<file path="config.mk">
export PLATFORM = sky130hd
export DESIGN_NAME = fifo_stream_reader
export DESIGN_NICKNAME = d
export VERILOG_FILES = /design/src/rtl/fifo_stream_reader.sv
export SDC_FILE = /design/constraint.sdc
export NUM_CORES = 1
export LEC_CHECK = 0
export ABC_AREA = 1
export BUFFER_PORTS_ARGS = -buffer_cell sky130_fd_sc_hd__clkbuf_2
export CAP_MARGIN = 10
export CORE_UTILIZATION = 45
export DETAILED_ROUTE_END_ITERATION = 10
export PLACE_DENSITY = 0.72
export SKIP_CTS_REPAIR_TIMING = 1
export SLEW_MARGIN = 20
export SYNTH_ARGS = -nofsm -noshare
export SYNTH_HDL_FRONTEND = slang
export SYNTH_SLANG_ARGS = --single-unit
</file>
<file path="constraint.sdc">
create_clock -name clk -period 2.5 [get_ports clk]
set_input_delay 0.625 -clock clk [delete_from_list [all_inputs] [get_ports clk]]
set_output_delay 0.625 -clock clk [all_outputs]
set_load 0.02 [all_outputs]
</file>
<file path="src/rtl/fifo_stream_reader.sv">
// Pop-side adapter for the circular-buffer fifo: turns its registered data_out
// into a valid/ready stream through a 2-entry holding buffer.
module fifo_stream_reader #(
  parameter int WIDTH     = 16,
  parameter int CNT_WIDTH = 16,
  parameter int DEBUG     = 0
) (
  input  logic                 clk,
  input  logic                 rst_n,
  output logic                 fifo_pop,
  input  logic [WIDTH-1:0]     fifo_data,
  input  logic                 fifo_empty,
  output logic                 fifo_flush,
  input  logic                 flush,
  output logic                 out_valid,
  output logic [WIDTH-1:0]     out_data,
  input  logic                 out_ready,
  output logic [CNT_WIDTH-1:0] delivered
);

  logic [1:0][WIDTH-1:0] hold_q;
  logic                  rd_ptr;
  logic                  wr_ptr;
  logic [1:0]            count;
  logic                  inflight;

  logic                  deq;
  logic                  deq_ok;
  logic                  capture;
  logic [2:0]            occ;
  logic [2:0]            count_nxt;

  assign out_valid  = (count != 2'd0);
  assign out_data   = hold_q[rd_ptr];
  assign fifo_flush = flush;

  assign deq     = out_valid && out_ready;
  assign deq_ok  = deq && !flush;
  assign capture = inflight && !flush;

  // Slots committed after this cycle: buffered + word in flight - word leaving.
  assign occ       = {1'b0, count} + {2'b00, inflight} - {2'b00, deq};
  assign fifo_pop  = !fifo_empty && !flush && rst_n && (occ < 3'd2);
  assign count_nxt = {1'b0, count} + {2'b00, capture} - {2'b00, deq_ok};

  always_ff @(posedge clk or negedge rst_n) begin
    if (!rst_n) begin
      count     <= 2'd0;
      inflight  <= 1'b0;
      rd_ptr    <= 1'b0;
      wr_ptr    <= 1'b0;
      delivered <= '0;
    end else if (flush) begin
      count    <= 2'd0;
      inflight <= 1'b0;
      rd_ptr   <= 1'b0;
      wr_ptr   <= 1'b0;
    end else begin
      inflight <= fifo_pop;
      count    <= count_nxt[1:0];
      if (capture) wr_ptr <= ~wr_ptr;
      if (deq_ok) begin
        rd_ptr    <= ~rd_ptr;
        delivered <= delivered + CNT_WIDTH'(1);
      end
    end
  end

  // Data storage needs no reset; out_data is only meaningful with out_valid.
  always_ff @(posedge clk) begin
    if (capture) hold_q[wr_ptr] <= fifo_data;
  end

  a_no_overflow : assert property (@(posedge clk) disable iff (!rst_n)
    count_nxt <= 3'd2);

  generate
    if (DEBUG != 0) begin : g_dbg
      always_ff @(posedge clk) begin
        if (rst_n) begin
          if (fifo_pop) $display("%m pop");
          if (deq_ok)   $display("%m out %x", out_data);
          if (flush)    $display("%m flush");
        end
      end
    end
  endgenerate

endmodule

</file>
Word-level counts from Yosys, hierarchy flattened --
Index checks and enable logic that the tools add are counted.
Storage, ports and cells: flip-flop bits (word level) 53, bits of input ports 21, output and inout port bits 35, logic and storage cells 43
Cells by class: add/sub/neg operators 5, magnitude comparators 4, multiplexer cells 11, bitwise operators 3, reduce and logical (&&, ||, !) cells 13
Operator list (number):
- $mux 16 | 3
- $bwmux 32 | 1
- $add 16x1->16 const B | 1
- $demux 16 s1 | 1
- $logic_and 1x1->1 | 7
- $reduce_bool 2->1 | 3
- $mux 1 | 5
- $lt 1x2->1 const B | 2
- $add 2x1->3 | 1
- $lt 3x2->1 const B | 1
- $not 1->1 | 3
- $sub 3x1->3 | 1
- $add 2x1->2 | 1
- $logic_not 1->1 | 2
- $mux 2 | 1
- $reduce_and 2->1 | 1
- $sub 2x1->2 | 1
- $ge 1x1->1 const B | 1

Longest topological paths before layout --
Gate-level depths: netlist of the first run.
depth in word-level cells 6, depth in mapped cells 9, mapped depth without buffers 9

Least setup slack after synthesis of the first run --
Ideal clock, no wire load.
path type in2out, from input port out_ready, to output port fifo_pop, data arrival time 2.507 ns, required time 1.875 ns, slack -0.632 ns, cell stages on the path 7, buffers on the path 0, path through nand2_1 -> inv_1 -> ha_1 -> or2_2 -> fa_1 -> nand2_1 -> nor4_1
On the way: word-level cells in the longest chain between the ends 4
RTL lines:
- start: declaration | line 17 | input logic out_ready,
- $logic_and 1x1->1 | line 37 | assign deq = out_valid && out_ready;
- $sub 3x1->3 | line 42 | assign occ = {1'b0, count} + {2'b00, inflight} - {2'b00, deq};
- $lt 3x2->1 | line 43 | assign fifo_pop = !fifo_empty && !flush && rst_n && (occ < 3'd2);
- $logic_and 1x1->1 | line 43
- end: declaration | line 10 | output logic fifo_pop,
Every way passes these cells.

Worst setup path in the final report of the first run --
from register count[1], to output port fifo_pop
On the way: word-level cells in the longest chain between the ends 5, elaborated cells between the ends (all ways) 6, those cells by class 2 x add/sub; 1 x order compare; 3 x reduce/logical
RTL lines:
- start: declaration | line 24 | logic [1:0] count;
- start signal: assignment | line 60 | count <= count_nxt[1:0];
- branches (longest 2 deep; another with $add 2x1->3)
- $sub 3x1->3 (*) | line 42
- $lt 3x2->1 (*) | line 43
- $logic_and 1x1->1 (*) | line 43
Mark *: on every way between the ends.

==> summary.md, run 1 <==
| Metric | Value |
|---|---|
| Type of origin of the critical path | `flop` |
| Endpoint class of the critical path | `primary output` |
| RSZ-0062 raised after global routing | `yes` |
| Final Hold Viols | `0` |
| Crit Path Max Fanout | `2` |
| DR vias/cell | `4.556` |
| CTS clk-pin slew, worst paths | `about 0.09 ns` |
| RR Endpoint | `inflight` |
| Sequential power share | `0.546` |
| Port buffer count | `55` |
| Flop-to-flop setup slack | `0.34 ns` |
| GR Util All Layers | `0.1594` |
| Net Switching | `459.8 uW` |
| Die ar. | `5489 sq um` |
| DRT iter0 DRCs | `53` |
| R2R cell count | `10` |
| GR peak layer | `met2` |
| Post-synth EDFFs | `32` |
| Final core area utilization | `0.6021` |
| Routing usage on met3 | `0.04607` |
| Gr ovfl total | `0` |
| Syn_area_per_cell | `10.39 sq um` |
| CTS buffer count | `5` |
| N_diodes | `0` |
| Top FF cell, synth | `edfxtp_1` |
| Post-Syn Nets | `around 250` |
| Clock share of power | `0.302` |
| Avg WL per Cell | `11.09 microns` |
| Power Dens Cells | `between 600 and 700 nW/um^2` |
| Area of the core | `4848 sq um` |
| Share of cells above drive strength 1 | `0.3041` |
| Routed wire length | `around 4 mm` |
| Fin crit share | `1.219` |
| Status | `finished with violations` |
| CTS max path bufs | `2` |
| Met2 Usage GRT | `0.2808` |
| Max-Cap Viols | `0` |
| Layout area overhead | `24.83%` |
| Nets@finish | `about 320` |
| Vias in the first global route | `approximately 1500` |
| FFs w/ async S/R, synth | `0.3962` |
| Synthesized area | `2338 sq um` |
| Cell count after synthesis | `225` |
| GPL Wtd Cong | `0.7563` |
| Pre-Repair DR Iteration Count | `4` |
| Combinational Power Share | `0.152` |
| Crit Path Class | `flop to primary output` |
| Pwr Total | `1826 uW` |
| Cell Count, Final, Fillers Out | `363` |
| Worst skew pair latency | `0.29 ns` |
| Fin Clk Skew | `0.006489 ns` |
| Worst slew margin | `0.6341` |
| Grt met1 use | `0.1901` |
| P_int | `1367 uW` |
| Largest cells by area after synthesis | `edfxtp_1, dfrtp_1, nand2_1` |
| VDD IR max | `424.8 uV` |
| Clock Sinks | `53` |
| DRC viols | `0` |
| Switching share of power | `0.2517` |
| Root buf cell | `clkbuf_8` |
| Row count | `25` |
| Htree depth | `2` |
| Die width | `approximately 74 microns` |
| Synth area leader | `edfxtp_1` |
| Yosys reg bits | `53` |
| Reg2Reg Launch Point | `count[1]` |
| Lkg Pwr | `0.001412 uW` |
| Synthesis warning total | `0` |
| Failing checks | `setup timing` |
| Yosys cell types | `25` |
| Antenna violations before repair | `0` |
| Dpl cells | `about 350` |
| Dpl hpwl | `2.875 mm` |
| Post-synth top area share | `0.4109` |
| I/O pins | `56` |
| Initial cell density of the core | `0.4823` |
| Max Clk Rate | `around 330 MHz` |
| Slew Viols, Final | `0` |
| Final instance area | `a little under 3000 sq um` |
| Most common cell in the netlist | `nand2_1` |
| Worst setup margin | `-0.5469 ns` |
| Tmin final | `3.047 ns` |
| First-pass GRT wire length | `6.568 mm` |
| Hold Path Class | `input port to async pin` |
| Data arrival, critical path | `2.42 ns` |
| # setup viols final | `1` |
| Die Y | `~74 microns` |
| Leading cell types by count after synthesis | `nand2_1, edfxtp_1, dfrtp_1, inv_1, nor2_1` |
| Placed instance area | `between 2000 and 3000 sq um` |
| Largest net degree at the start of global routing | `22` |
| Post-DRT Antenna Nets | `0` |
| CTS tree | `yes` |
| Total number of vias | `1654` |
| Critical Path RT | `roughly 1.9 ns` |
| Sequential share of the synthesized area | `0.6356` |
| Slew @ Worst Pin | `0.5455 ns` |
area by class of cell:
cell class                      count  area, sq um
Sequential cell                    53         1486
Tap cell                           67        83.83
Clock buffer                        6        72.57
Clock inverter                      2        35.03
Multi-Input combinational cell    144        780.7
Timing Repair Buffer               67        367.9
Inverter                           24        92.59
Fill cell                         389         1929
through the flow:
stage | hold slack (ns) | setup TNS, ns | setup WS, ns
after floorplan | 0.3294 | -0.3040 | -0.3040
after global placement | 0.4734 | -0.5231 | -0.5231
after detailed placement | 0.4948 | -0.5485 | -0.5485
after CTS | 0.3739 | -0.6421 | -0.6421
after global routing | 0.3676 | -0.6327 | -0.6327
final | 0.3588 | -0.5469 | -0.5469
cell usage in the layout (no fill, tap or decap), drive strengths merged:
master	Yosys	final
nor4	2	2
inv	23	23
o21ai	4	4
xnor2	3	3
nand3	9	9
buf	3	13
clkbuf	1	60
fa	1	1
nand3b	4	4
a21oi	2	2
ha	4	4
edfxtp	32	32
nand4	2	2
or2	1	1
clkinv	1	2
nand2	89	89
bufinv	0	1
dfrtp	21	21
nor2	16	16
xor2	7	7
cell families (layout without fill, tap and decap cells):
group / count (synthesis) / in the layout / share of synthesized area
buffers and inverters: 28 / 99 / 0.04762
XOR/XNOR: 10 / 10 / 0.03746
AND/OR/NAND/NOR: 123 / 123 / 0.2365
adder cells (fa/ha/maj): 5 / 5 / 0.02996
flip-flops: 53 / 53 / 0.6356
AO/OA/AOI/OAI: 6 / 6 / 0.01284
flip-flops by register name (all words and copies together) (netlist names):
signal,count
rd_ptr,1
delivered,16
wr_ptr,1
hold_q,32
count,2
inflight,1
routing by layer:
| metal | up-vias | wire [microns] |
|---|---|---|
| met5 | - | 0 |
| met4 | 0 | 23 |
| met3 | 2 | 241 |
| met2 | 46 | 1943 |
| met1 | 752 | 1816 |
| li1 | 854 | - |
how the worst max path moves through the flow:
stage	depth (start not counted)	startpoint	slack (ns)	end
after CTS	10	count[0]	-0.64	fifo_pop
after detailed placement	9	out_ready	-0.55	fifo_pop
after global placement	9	out_ready	-0.52	fifo_pop
after floorplan	7	out_ready	-0.30	fifo_pop
final	10	count[1]	-0.55	fifo_pop
after global routing	10	count[0]	-0.63	fifo_pop
power groups by stage:
stage | clock, uW | sequential [uW] | combinational, uW
after floorplan | 0 | 1040 | 134
after global placement | 0 | 1020 | 263
after detailed placement | 0 | 1020 | 268
after CTS | 565 | 998 | 270
after global routing | 597 | 1000 | 311
final | 552 | 998 | 277
critical path, cell delays in order, from the launching register on:
cell	delay, ns
dfrtp_1	0.41
inv_2	0.07
nand2_4	0.06
nand2_4	0.07
inv_4	0.03
ha_4	0.19
or2_4	0.24
fa_1	0.55
nand2_2	0.08
nor4_4	0.24
buf_4	0.17
(Power assumes the default switching activity.)
==> inputs of run 2 (changes only) <==
--- a/config.mk
+++ b/config.mk
@@ -8,9 +8,9 @@
 export ABC_AREA = 1
 export BUFFER_PORTS_ARGS = -buffer_cell sky130_fd_sc_hd__clkbuf_2
 export CAP_MARGIN = 10
-export CORE_UTILIZATION = 45
+export CORE_UTILIZATION = 48
 export DETAILED_ROUTE_END_ITERATION = 10
-export PLACE_DENSITY = 0.72
+export PLACE_DENSITY = 0.86
 export SKIP_CTS_REPAIR_TIMING = 1
 export SLEW_MARGIN = 20
 export SYNTH_ARGS = -nofsm -noshare
==> run 2 against run 1 <==
The run still ends with setup timing left. Critical endpoint unchanged. Power up 1.2%. Sequential power about the same. Clock skew about the same. Non-clock buffer count up 1. Via count up 1.9%.
==> summary.md, run 2 (synthesized netlist as in run 1, its figures left out) <==
| Metric | Value |
|---|---|
| Row count | `25` |
| Multi-input gate area | `roughly 780 sq um` |
| Worst hold margin | `0.3519 ns` |
| Hold Path Class | `input port to async pin` |
| Avg WL per Cell | `12.14 microns` |
| Largest regs | `hold_q x32, delivered x16, count x2` |
| CTS tree | `yes` |
| Largest net degree at the start of global routing | `22` |
| Gr ovfl total | `0` |
| Port buffer count | `55` |
| Type of origin of the critical path | `flop` |
| Layout area overhead | `24.50%` |
| Status | `finished with violations` |
| Most frequent cells in the layout | `nand2_1, clkbuf_2, edfxtp_1` |
| Die ar. | `5155 sq um` |
| Largest register FFs | `32` |
| GPL Wtd Cong | `0.7931` |
| R2R cell count | `9` |
| Area of the core | `4692 sq um` |
| Die width | `between 70 and 80 microns` |
| Power Dens Cells | `634.8 nW/um^2` |
| Fin Clk Skew | `0.006105 ns` |
| CP peak stage delay | `0.49 ns` |
| Sequential power share | `0.541` |
| Max Clk Rate | `332.3 MHz` |
| Reg2Reg Launch Point | `count[0]` |
| Vias in the first global route | `1484` |
| Reg area | `1486 sq um` |
| Nets@finish | `322` |
| # fillers | `about 370` |
| Lkg Pwr | `0.001417 uW` |
| VDD IR max | `between 300 and 400 uV` |
| Clock share of power | `0.307` |
| Switching share of power | `0.2570` |
| P_int | `1373 uW` |
| Worst path cell trace | `inv_2 -> nand2_4 -> nand2_4 -> inv_2 -> ha_4 -> or2_4 -> fa_1 -> nand2_2 -> nor4_4 -> buf_4` |
| Combinational Power Share | `0.152` |
| Fin crit share | `1.204` |
| Total number of vias | `1686` |
| Flop-to-flop setup slack | `roughly 0.46 ns` |
| Pre-Repair DR Iteration Count | `4` |
| Post-DRT Antenna Nets | `0` |
| Final Hold Viols | `0` |
| Crit path max-delay family | `adder cells` |
| Tmin final | `3.009 ns` |
| Place WS | `-0.5286 ns` |
| Worst slew margin | `0.6667` |
| DRT iter0 DRCs | `77` |
| Htree depth | `2` |
| Worst setup margin | `-0.5093 ns` |
| I/O pins | `56` |
| DRC viols | `0` |
| Pwr Total | `1848 uW` |
| Placed instance area | `2755 sq um` |
| Crit Path Class | `flop to primary output` |
| Dpl cells | `339` |
| Share of cells above drive strength 1 | `0.3064` |
| Crit Path Max Fanout | `2` |
| Leading cell type in the layout, fill and taps excluded | `nand2_1` |
| Final instance area | `2912 sq um` |
| Net Switching | `475.0 uW` |
| CTS max path bufs | `2` |
| Max-Cap Viols | `0` |
| Root buf cell | `clkbuf_8` |
| N_diodes | `0` |
| Antenna violations before repair | `0` |
| Data arrival, critical path | `2.38 ns` |
| Biggest register | `hold_q` |
| CTS buffer count | `5` |
| RR Endpoint | `inflight` |
| Slowest cell on the critical path | `fa_1` |
| Cell Count, Final, Fillers Out | `351` |
| Routed wire length | `4.260 mm` |
| RSZ-0062 raised after global routing | `yes` |
| CTS clk-pin slew, worst paths | `approximately 0.090 ns` |
| Slew @ Worst Pin | `0.4968 ns` |
| Failing checks | `setup timing` |
| DR vias/cell | `4.803` |
| Die Y | `71.80 microns` |
| Slew Viols, Final | `0` |
| GR Util All Layers | `0.1673` |
| Initial cell density of the core | `0.4984` |
| Dpl hpwl | `a little over 3 mm` |
| Worst skew pair latency | `0.30 ns` |
| Clock Sinks | `53` |
| Endpoint class of the critical path | `primary output` |
| Buffer and inverter count on the worst path | `3` |
| First-pass GRT wire length | `6.637 mm` |
| Critical Path RT | `roughly 1.9 ns` |
| # setup viols final | `1` |
-- run 2: changes by cell type in the layout (fill, tap and decap cells not counted) --
cell	previous run	this run
buf_4	13	14
clkinv_2	1	0
clkinv_4	0	1
inv_2	3	4
inv_4	1	0
-- run 2: how the worst max path moves through the flow --
stage,end,slack [ns],startpoint,cells after the start
after CTS,fifo_pop,-0.67,count[0],10
final,fifo_pop,-0.51,count[0],10
after global routing,fifo_pop,-0.58,count[0],10
after detailed placement,fifo_pop,-0.53,out_ready,9
after global placement,fifo_pop,-0.48,out_ready,9
after floorplan,fifo_pop,-0.30,out_ready,7
-- run 2: stage by stage --
step / utilization / setup TNS [ns]
floorplan: - / -0.3040
CTS: 0.6109 / -0.6712
detailed placement: 0.5872 / -0.5286
global route: 0.6205 / -0.5776
finish: 0.6205 / -0.5093
global placement: 0.5872 / -0.4812
-- run 2: worst reg2reg max path: cells and delay by family (launching register included) --
| kind | cells | cell delay, ns |
|---|---|---|
| flops | 1 | 0.41 |
| fa+ha+maj | 2 | 0.69 |
| buf+inv | 2 | 0.13 |
| simple gates | 5 | 0.69 |
-- run 2: layout make-up --
class / instances / share of cell area
Clock buffer: 6 / 0.02492
Clock inverter: 2 / 0.01332
Inverter: 24 / 0.03094
Multi-Input combinational cell: 144 / 0.2682
Sequential cell: 53 / 0.5105
Tap cell: 54 / 0.02321
Timing Repair Buffer: 68 / 0.1289
-- run 2: layer usage --
metal / track usage / up-vias / part of all wire
met3: 0.03376 / 5 / 0.050
met2: 0.2977 / 48 / 0.51
met4: 0.05229 / 0 / 0.0080
met1: 0.2051 / 772 / 0.43
li1: - / 861 / -
met5: 0 / - / 0
-- run 2: power groups by stage --
stage | Combinational [uW] | Sequential (uW) | Clock (uW)
after floorplan | 134 | 1040 | 0
after global placement | 261 | 1020 | 0
after detailed placement | 271 | 1020 | 0
after CTS | 272 | 1000 | 581
after global routing | 307 | 1010 | 617
final | 280 | 1000 | 568
==> inputs of run 3 (changes only) <==
--- a/config.mk
+++ b/config.mk
@@ -8,6 +8,7 @@
 export ABC_AREA = 1
 export BUFFER_PORTS_ARGS = -buffer_cell sky130_fd_sc_hd__clkbuf_2
 export CAP_MARGIN = 10
+export CORE_ASPECT_RATIO = 1.25
 export CORE_UTILIZATION = 48
 export DETAILED_ROUTE_END_ITERATION = 10
 export PLACE_DENSITY = 0.86
==> run 3 against run 2 <==
Critical endpoint unchanged. Clock skew is 0.0014 ns higher. Flip-flop and latch count is the same. Combinational power barely moved. Largest cell class unchanged. Critical path depth is the same. Register-to-register slack got worse by 0.08 ns. Hold slack worse by 0.049 ns. The run still ends with setup timing left. Clock power up 0.9%. Global-route usage rose by 2.2 points. Setup slack worse by 0.12 ns.
==> summary.md, run 3 (synthesized netlist as in run 1, its figures left out) <==
| Metric | Value |
|---|---|
| Antenna violations before repair | `0` |
| CTS clk-pin slew, worst paths | `0.10 ns` |
| I/O pins | `between 50 and 60` |
| Worst skew pair latency | `0.30 ns` |
| Routing usage on met3 | `0.04429` |
| Tmin final | `3.127 ns` |
| Largest register FFs | `32` |
| Dpl hpwl | `3.222 mm` |
| DRC viols | `0` |
| Leading cell type in the layout, fill and taps excluded | `nand2_1` |
| Type of origin of the critical path | `flop` |
| Vias in the first global route | `approximately 1700` |
| N_diodes | `0` |
| Worst path cell trace | `inv_2 -> nand2_4 -> nand2_4 -> inv_2 -> ha_4 -> or2_4 -> fa_1 -> nand2_2 -> nor4_4 -> buf_4` |
| Die ar. | `5157 sq um` |
| GR peak layer | `met2` |
| Met2 Usage GRT | `0.3379` |
| Data arrival, critical path | `2.50 ns` |
| GPL Wtd Cong | `0.8122` |
| RSZ-0062 raised after global routing | `yes` |
| CP peak stage delay | `0.57 ns` |
| DRT iter0 DRCs | `83` |
| Status | `finished with violations` |
| # setup viols final | `1` |
| Gr ovfl total | `0` |
| Nets@finish | `321` |
| Area of the core | `4695 sq um` |
| Fin Clk Skew | `between 0.007 and 0.008 ns` |
| Biggest register | `hold_q` |
| Slew Viols, Final | `0` |
| Critical Path RT | `1.88 ns` |
| Htree depth | `2` |
| VDD IR max | `~380 uV` |
| First-pass GRT wire length | `7.300 mm` |
| Worst slew margin | `0.6716` |
| Layout area overhead | `24.50%` |
| Post-DRT Antenna Nets | `0` |
| Die Y | `80.04 microns` |
| Row count | `28` |
| Routed wire length | `4.328 mm` |
| Final Hold Viols | `0` |
| CTS buffer count | `5` |
| Die width | `between 60 and 70 microns` |
| Slew @ Worst Pin | `roughly 0.5 ns` |
| TNS Setup | `-0.6271 ns` |
| Crit Path Class | `flop to primary output` |
| Grt met1 use | `0.2163` |
| Lkg Pwr | `0.001411 uW` |
| Power Dens Cells | `between 600 and 700 nW/um^2` |
| CTS max path bufs | `2` |
| # fillers | `just under 400` |
| Pre-Repair DR Iteration Count | `4` |
| Endpoint class of the critical path | `primary output` |
| Crit Path Max Fanout | `2` |
| DR vias/cell | `around 4.8` |
| Pwr Total | `1854 uW` |
| Largest net degree at the start of global routing | `22` |
| Most frequent cells in the layout | `nand2_1, clkbuf_2, edfxtp_1` |
| Slowest cell on the critical path | `fa_1` |
| Total number of vias | `1724` |
| Fin crit share | `1.251` |
| Hold Path Class | `input port to async pin` |
| Initial cell density of the core | `0.4981` |
| Port buffer count | `55` |
| Max Clk Rate | `between 300 and 400 MHz` |
| Avg WL per Cell | `about 12 microns` |
| Clock Sinks | `53` |
| Worst setup margin | `-0.6271 ns` |
| Max-Cap Viols | `0` |
| Largest regs | `hold_q x32, delivered x16, count x2` |
| Share of cells above drive strength 1 | `0.3041` |
| Root buf cell | `clkbuf_8` |
| GR Util All Layers | `0.1891` |
| CTS tree | `yes` |
| Failing checks | `setup timing` |
run 3: cell count changes in the layout (fill, tap and decap cells not counted):
cell   previous run  this run
buf_4            14        13
run 3: where the power goes:
| part | internal [uW] | leakage, uW | switching (uW) | total (uW) |
|---|---|---|---|---|
| clock | 301 | 0.0000554 | 273 | 573 |
| combinational | 103 | 0.000795 | 177 | 281 |
| sequential | 967 | 0.000561 | 32.8 | 1000 |
run 3: cell type report:
cell class / count / area, sq um / share of cell area
sequential: 53 / 1486 / 0.5105
multi-input combinational: 144 / 780.7 / 0.2682
timing repair buffer: 67 / 367.9 / 0.1263
inverter: 24 / 90.09 / 0.03094
tap: 60 / 75.07 / 0.02578
clock buffer: 6 / 72.57 / 0.02492
clock inverter: 2 / 38.79 / 0.01332
run 3: worst paths after layout:
kind	startpoint	endpoint	slack, ns	cells past startpoint
max in group asynchronous	rst_n	delivered[0]	1.97	2
setup / recovery	count[0]	fifo_pop	-0.63	10
hold reg to reg	wr_ptr	wr_ptr	0.52	1
hold / removal	rst_n	delivered[10]	0.30	2
setup reg to reg	count[0]	inflight	0.38	10
min in group clk	fifo_data[4]	hold_q[4]	0.50	1
run 3: metal layers:
| metal | wire, microns | part of all wire |
|---|---|---|
| met3 | 181 | 0.042 |
| met4 | 76 | 0.018 |
| met5 | 0 | 0 |
| met1 | 1815 | 0.42 |
| met2 | 2254 | 0.52 |
run 3: per-stage QoR:
stage	setup WS, ns	util	hold slack [ns]	cells	area (sq um)
5_1_grt	-0.7196	0.6202	0.3137	356	2912
3_5_place_dp	-0.5435	0.5917	0.5021	347	2778
6_report	-0.6271	0.6202	0.3027	356	2912
4_1_cts	-0.7402	0.6154	0.3062	355	2889
2_1_floorplan	-0.3040	-	0.3294	225	2366
3_3_place_gp	-0.4993	0.5917	0.4727	347	2778
run 3: worst max-delay path, delay by kind of cell, from the launching register on:
kind	cells	cell delay, ns
adder cells (fa/ha/maj)	2	0.76
buffers and inverters	3	0.31
flip-flops	1	0.41
AND/OR/NAND/NOR	5	0.69
